--- src/rtl/prog_loader.sv ---
// -----------------------------------------------------------------------------
// prog_loader
//
// Host-side initiator for the CPU's external memory load ports. A byte stream
// arrives over a valid/ready handshake and is decoded into command packets:
//
//   0x01 LOAD_I : addr_lo addr_hi cnt_lo cnt_hi, then cnt x 4-byte words (LE)
//   0x02 LOAD_D : addr_lo addr_hi cnt_lo cnt_hi, then cnt x 8-byte words (LE)
//   0x03 START  : raise cpu_enable
//   0x04 STOP   : drop cpu_enable
//   other       : set the sticky err flag (cleared by the next valid command)
//
// Assembled words are written to instruction memory (addr_ext/wen_ext/
// wdata_ext) or data memory (addr_ext_2/wen_ext_2/wdata_ext_2). Every
// memory-port output is a flop. The write strobe is high for exactly the
// one WR cycle that follows the edge accepting the last byte of a word.
//
// Handshake: a byte transfers on every rising clk edge where in_valid and
// in_ready are both 1. The source keeps in_data stable while in_valid=1 and
// in_ready=0, and may drop in_valid at any time; the loader simply waits,
// keeping all partial header/word state, with no timeout. in_ready is
// registered: it is 1 in IDLE, HDR and PAY and 0 in WR (and 0 while reset is
// asserted, since every output is 0 in reset).
//
// Ports:
//   clk          in   main clock
//   arst_n       in   asynchronous active-low reset
//   in_valid     in   input byte valid
//   in_data      in   input byte [7:0]
//   in_ready     out  loader accepts a byte this cycle
//   addr_ext     out  instruction memory byte address (zero-extended) [63:0]
//   wen_ext      out  instruction memory write enable
//   ren_ext      out  instruction memory read enable, tied 0
//   wdata_ext    out  instruction memory write word [31:0]
//   addr_ext_2   out  data memory byte address (zero-extended) [63:0]
//   wen_ext_2    out  data memory write enable
//   ren_ext_2    out  data memory read enable, tied 0
//   wdata_ext_2  out  data memory write word [63:0]
//   cpu_enable   out  CPU enable
//   busy         out  1 whenever the FSM is not in IDLE
//   err          out  sticky unknown-command flag
//   fsm_state    out  current FSM state (0 IDLE, 1 HDR, 2 PAY, 3 WR), debug
// -----------------------------------------------------------------------------
module prog_loader #(
  parameter int ADDR_W = 16,
  parameter int CNT_W  = 16
) (
  input  logic        clk,
  input  logic        arst_n,
  input  logic        in_valid,
  input  logic [7:0]  in_data,
  output logic        in_ready,
  output logic [63:0] addr_ext,
  output logic        wen_ext,
  output logic        ren_ext,
  output logic [31:0] wdata_ext,
  output logic [63:0] addr_ext_2,
  output logic        wen_ext_2,
  output logic        ren_ext_2,
  output logic [63:0] wdata_ext_2,
  output logic        cpu_enable,
  output logic        busy,
  output logic        err,
  output logic [1:0]  fsm_state
);

  typedef enum logic [1:0] {
    S_IDLE = 2'd0,
    S_HDR  = 2'd1,
    S_PAY  = 2'd2,
    S_WR   = 2'd3
  } state_t;

  localparam logic [7:0] CMD_LOAD_I = 8'h01;
  localparam logic [7:0] CMD_LOAD_D = 8'h02;
  localparam logic [7:0] CMD_START  = 8'h03;
  localparam logic [7:0] CMD_STOP   = 8'h04;

  state_t state;
  state_t state_next;

  logic              accept;     // byte transferred at the coming edge
  logic              is_load;    // in_data is a load command
  logic              is_d;       // current load targets data memory
  logic [1:0]        hdr_idx;    // header byte position 0..3
  logic [7:0]        hdr_lo;     // low byte of the addr/cnt field in flight
  logic [2:0]        byte_idx;   // payload byte position within a word
  logic              last_byte;  // in_data is the final byte of the word
  logic              last_word;  // the word in WR is the final one
  logic [ADDR_W-1:0] addr_q;     // address of the word being assembled
  logic [ADDR_W-1:0] addr_step;
  logic [CNT_W-1:0]  cnt_q;      // words remaining, including the current one
  logic [CNT_W-1:0]  cnt_hdr;    // count as it completes in the header
  logic [63:0]       word_q;     // bytes gathered so far
  logic [63:0]       word_next;  // word_q with the incoming byte merged in

  assign accept    = in_valid & in_ready;
  assign is_load   = (in_data == CMD_LOAD_I) || (in_data == CMD_LOAD_D);
  assign last_byte = is_d ? (byte_idx == 3'd7) : (byte_idx == 3'd3);
  assign last_word = (cnt_q == CNT_W'(1));
  assign addr_step = is_d ? ADDR_W'(8) : ADDR_W'(4);
  // The count is only meaningful at the 4th header byte, where hdr_lo holds
  // cnt_lo and in_data carries cnt_hi.
  assign cnt_hdr   = CNT_W'({in_data, hdr_lo});

  assign ren_ext   = 1'b0;
  assign ren_ext_2 = 1'b0;
  assign busy      = (state != S_IDLE);
  assign fsm_state = state;

  // Little-endian lane merge: byte k lands in bits [8k+7:8k].
  always_comb begin
    word_next = word_q;
    word_next[{byte_idx, 3'b000} +: 8] = in_data;
  end

  // ---------------------------------------------------------------------------
  // FSM: state register
  // ---------------------------------------------------------------------------
  always_ff @(posedge clk or negedge arst_n) begin
    if (!arst_n) begin
      state <= S_IDLE;
    end else begin
      state <= state_next;
    end
  end

  // ---------------------------------------------------------------------------
  // FSM: next-state logic
  // ---------------------------------------------------------------------------
  always_comb begin
    state_next = state;
    case (state)
      S_IDLE: begin
        if (accept && is_load) begin
          state_next = S_HDR;
        end
      end
      S_HDR: begin
        // A zero-count load finishes right after its header, without a write.
        if (accept && (hdr_idx == 2'd3)) begin
          state_next = (cnt_hdr != '0) ? S_PAY : S_IDLE;
        end
      end
      S_PAY: begin
        if (accept && last_byte) begin
          state_next = S_WR;
        end
      end
      S_WR: begin
        state_next = last_word ? S_IDLE : S_PAY;
      end
      default: begin
        state_next = S_IDLE;
      end
    endcase
  end

  // ---------------------------------------------------------------------------
  // Datapath and registered outputs
  // ---------------------------------------------------------------------------
  always_ff @(posedge clk or negedge arst_n) begin
    if (!arst_n) begin
      in_ready    <= 1'b0;
      addr_ext    <= '0;
      wen_ext     <= 1'b0;
      wdata_ext   <= '0;
      addr_ext_2  <= '0;
      wen_ext_2   <= 1'b0;
      wdata_ext_2 <= '0;
      cpu_enable  <= 1'b0;
      err         <= 1'b0;
      is_d        <= 1'b0;
      hdr_idx     <= '0;
      hdr_lo      <= '0;
      byte_idx    <= '0;
      addr_q      <= '0;
      cnt_q       <= '0;
      word_q      <= '0;
    end else begin
      // in_ready follows the state we are entering, so it is low exactly in WR.
      in_ready  <= (state_next != S_WR);
      // Strobes are single-cycle; they are only raised on entry to WR.
      wen_ext   <= 1'b0;
      wen_ext_2 <= 1'b0;

      case (state)
        S_IDLE: begin
          if (accept) begin
            case (in_data)
              CMD_LOAD_I, CMD_LOAD_D: begin
                // Never write memory while the CPU runs.
                is_d       <= (in_data == CMD_LOAD_D);
                hdr_idx    <= '0;
                cpu_enable <= 1'b0;
                err        <= 1'b0;
              end
              CMD_START: begin
                cpu_enable <= 1'b1;
                err        <= 1'b0;
              end
              CMD_STOP: begin
                cpu_enable <= 1'b0;
                err        <= 1'b0;
              end
              default: begin
                err <= 1'b1;
              end
            endcase
          end
        end

        S_HDR: begin
          if (accept) begin
            hdr_idx <= hdr_idx + 2'd1;
            case (hdr_idx)
              2'd0, 2'd2: hdr_lo <= in_data;
              2'd1:       addr_q <= ADDR_W'({in_data, hdr_lo});
              default: begin
                cnt_q    <= cnt_hdr;
                byte_idx <= '0;
              end
            endcase
          end
        end

        S_PAY: begin
          if (accept) begin
            word_q <= word_next;
            if (last_byte) begin
              byte_idx <= '0;
              if (is_d) begin
                wen_ext_2   <= 1'b1;
                addr_ext_2  <= 64'(addr_q);
                wdata_ext_2 <= word_next;
              end else begin
                wen_ext     <= 1'b1;
                addr_ext    <= 64'(addr_q);
                wdata_ext   <= word_next[31:0];
              end
            end else begin
              byte_idx <= byte_idx + 3'd1;
            end
          end
        end

        S_WR: begin
          // Address wraps modulo 2^ADDR_W by plain overflow.
          addr_q <= addr_q + addr_step;
          cnt_q  <= cnt_q - CNT_W'(1);
        end

        default: begin
        end
      endcase
    end
  end

endmodule
--- config.mk ---
export PLATFORM = sky130hd
export DESIGN_NAME = prog_loader
export DESIGN_NICKNAME = d
export VERILOG_FILES = /design/src/rtl/prog_loader.sv
export SDC_FILE = /design/constraint.sdc
export NUM_CORES = 1
export LEC_CHECK = 0
export BUFFER_PORTS_ARGS = -buffer_cell sky130_fd_sc_hd__clkbuf_2
export CORE_UTILIZATION = 29
export CTS_CLUSTER_DIAMETER = 100
export DETAILED_ROUTE_END_ITERATION = 8
export GPL_TIMING_DRIVEN = 0
export HOLD_SLACK_MARGIN = 0.03
export PLACE_DENSITY_LB_ADDON = 0.12
export SLEW_MARGIN = 40
export SYNTH_ARGS = -nofsm -noshare
export SYNTH_HDL_FRONTEND = slang
export SYNTH_SLANG_ARGS = --single-unit
export TNS_END_PERCENT = 100
--- constraint.sdc ---
create_clock -name clk -period 3.8 [get_ports clk]
set_input_delay 0 -clock clk [delete_from_list [all_inputs] [get_ports clk]]
set_output_delay 0 -clock clk [all_outputs]
set_load 0.02 [all_outputs]
==> results.py <==
metrics = {
    "pwr": {
        "switching_share": 0.3051,
        "intPower_w": 0.004914,
        "ir_worst_vdd_mv": 0.2680,
        "p_leak_nw": 7.429,
        "seqPwrFrac": 0.427,
        "pwr-share-comb": 0.198,
        "switching_power_w": 0.002157,
        "pwr-share-clk": 0.375,
        "powerDensity_mw_per_mm2": 491.3,
    },
    "timing": {
        "finalCritPeriodShare": 0.8064,
        "min_period_ns": 3.064,
        "tightest_slew_ns": 0.8605,
        "slew_headroom": 0.4264,
        "rsz0062_at_grt": "false",
        "finalSetupViolations": 0,
        "drv_slew": 0,
        "hold_viol": 0,
        "fmax_ghz": 0.3263,
        "finClkSkew_ns": 0.009980,
    },
    "yosys": {
        "synth_top_cell_by_area": "dfrtp_1",
        "synth_most_common_cell": "dfrtp_1",
        "yosys_warnings": 0,
        "syn_area_per_cell_um2": 10.07,
        "synth_area_leaders": "dfrtp_1, nand2_1, buf_4",
        "async_reset_ff_frac": 1.000,
        "yosys-top-cells-count": "dfrtp_1, nand2_1, o21ai_0",
        "syn_inst": 1143,
        "synth_cell_type_count": 62,
        "ys_seq_elements": 245,
        "seq_area_frac_synth": 0.5329,
        "synth_edf_count": 0,
        "synth_area_mm2": 0.01150,
        "synth.top_cell.area_share": 0.5329,
        "synthFlopType": "dfrtp_1",
    },
    "setup_path": {
        "worst-path-max-fanout": 10,
        "critPathArrivalTime_ns": 3.49,
        "r2r-start": "byte_idx[0]",
        "reg2reg_depth": 9,
        "criticalPathCategory": "flip-flop to flip-flop",
        "startpoint_type": "flip-flop",
        "end_kind": "flip-flop",
        "setup.worst_path.start": "byte_idx[0]",
        "worstPathRequired_ns": 4.22,
    },
    "global_routing": {
        "grt_max_degree": 55,
        "antenna_found_initial": 1,
        "grt_use_total": 0.1685,
        "grt_pass1_wl_mm": 52.90,
        "grt_pass1_vias": 8436,
        "gr-total-overflow": 0,
    },
    "route": {
        "ant_nets": 0,
        "drcViolationCount": 0,
        "routed_wl_mm": 34.38,
        "drtPass1Iterations": 5,
        "wl_per_cell_um": 17.45,
        "vias_per_cell": 4.470,
        "first_iter_violations": 524,
        "vias": 8805,
    },
    "final_layout": {
        "fin_nets": 1455,
        "layout-drive-gt1-share": 0.2584,
        "multi_input_area_mm2": 0.004657,
        "fillers": 4026,
        "seqCellArea_mm2": 0.006131,
        "area.growth.synth_to_final_pct": 25.09,
        "final_area_mm2": 0.01439,
        "fin_cells": 1970,
    },
    "placed_design": {
        "dp_cells": 1907,
        "placed_area_mm2": 0.01338,
        "place_congestion": 0.7930,
        "dp_hpwl_mm": 24.49,
        "io_buffers": 144,
    },
    "flow_run": {
        "cap_viol_max_count": 0,
    },
    "min_path": {
        "hold_class": "input pin to flip-flop",
        "hold_path_depth": 3,
        "hold_path.startpoint": "in_data[5]",
    },
    "floorplanning": {
        "rows": 72,
        "die_y_um": 201.2,
        "start_util": 0.2956,
        "ios": 245,
        "core-area_mm2": 0.03892,
        "die-area_mm2": 0.04047,
        "die_w_um": 201.2,
    },
    "cts": {
        "h-tree-depth": 1,
        "cts.root.buffer_cell": "clkbuf_16",
        "postCtsSetupRepairBufs": 0,
        "clkTransAtPathRegs_ns": 0.06,
        "cts_buffers": 28,
        "clk_latency_ns": 0.54,
        "clkSinkCount": 245,
        "tritoncts": "built",
        "clockBufferDepth": 3,
    },
    "run_status": {
        "outcome": "finished, final reports clean",
    },
}
## metal layers
metal,routed length (µm),track usage,vias to the layer above
met5,0,0,-
met1,16320,0.2407,4264
li1,-,-,4293
met4,620,0.03626,0
met2,15860,0.2685,208
met3,1590,0.02624,40
## cells in the final DEF (no fill, tap or decap), drive strengths merged, types with 3 or more instances in the layout
cell         netlist  routed
a21oi             30      30
a221o              3       3
a22oi             10      10
a31oi              6       6
and2               7       7
and3               6       6
buf              116     122
clkbuf            47     229
clkinv             0       9
conb               1      98
dfrtp            245     245
dlygate4sd3        0      10
ha                13      13
inv               19      19
mux2              61      61
mux2i             52      52
nand2            244     244
nand3             21      21
nand4              5       5
nor2              45      45
nor3               8       8
nor3b              3       3
nor4               6       6
o211ai             3       3
o21ai            141     141
o22ai              4       4
o311ai             3       3
or4                3       3
xnor2              5       5
xor2               4       4
## metrics by stage
step	hold slack [ns]	setup slack (ns)	utilization	power (W)	setup TNS, ns
final	0.1090	0.7356	0.3698	0.007071	0
after global routing	0.08174	0.4639	0.3697	0.007437	0
after CTS	0.09953	0.6312	0.3697	0.007165	0
after detailed placement	-0.07242	0.6302	0.3438	0.004465	0
after global placement	0.4065	-2.819	0.3401	0.004431	-684.82
after floorplan	-0.2956	1.155	-	0.004015	0
## layout make-up
type                    count  area share
clock buffers              38     0.05347
repair buffers            160     0.06808
plain buffers             163     0.07034
clock inverters            13    0.008346
multi-input cells         813      0.3236
diodes                      1   0.0001739
inverters                  19    0.004956
well taps                 518     0.04504
flip-flops and latches    245      0.4260
## flip-flops by register name, summed over array words and instances, names as in the netlist, 2 cells and up
| name | flops |
|---|---|
| addr_ext_2 | 16 |
| wdata_ext_2 | 64 |
| word_q | 64 |
| cnt_q | 16 |
| addr_ext | 16 |
| fsm_state | 2 |
| addr_q | 16 |
| hdr_lo | 8 |
| byte_idx | 3 |
| wdata_ext | 32 |
| hdr_idx | 2 |
## power by group through the flow
stage / clock, W / combinational, W / sequential [W]
floorplan: 0 / 0.000999 / 0.00302
global placement: 0 / 0.00137 / 0.00306
detailed placement: 0 / 0.00140 / 0.00306
CTS: 0.00273 / 0.00142 / 0.00302
global route: 0.00282 / 0.00157 / 0.00305
finish: 0.00265 / 0.00140 / 0.00302
## critical path, cell delays in order (launching register included)
cell	delay (ns)
dfrtp_1	0.47
clkbuf_1	0.45
inv_1	0.10
ha_1	0.23
ha_1	0.30
nor2_1	0.27
and3_1	0.20
buf_2	0.27
nand2_1	0.30
mux2_2	0.35
## final timing paths
check	endpoint	slack (ns)
worst max-delay path	word_q[44]	0.74
worst min-delay path	cnt_q[13]	0.11
worst max register to register	word_q[44]	0.74
worst min register to register	wdata_ext[28]	0.47
max in group asynchronous	wdata_ext_2[51]	2.15
min in group asynchronous	wdata_ext[11]	0.53
## cell families after synthesis
logic type / Yosys count / share of synthesized area
compound gates: 219 / 0.1081
other cells: 1 / 0.0003260
buf+inv: 182 / 0.09396
simple gates: 360 / 0.1344
flops: 245 / 0.5329
mux: 113 / 0.1076
fa+ha+maj: 14 / 0.01588
xor+xnor: 9 / 0.006851
## what timing repair did
item	4_1_cts	5_1_grt
endpoints found under the hold margin	179	0
hold buffers	11	0
gates resized for setup	0	0
Note: power is estimated with default switching activity, not from simulation.
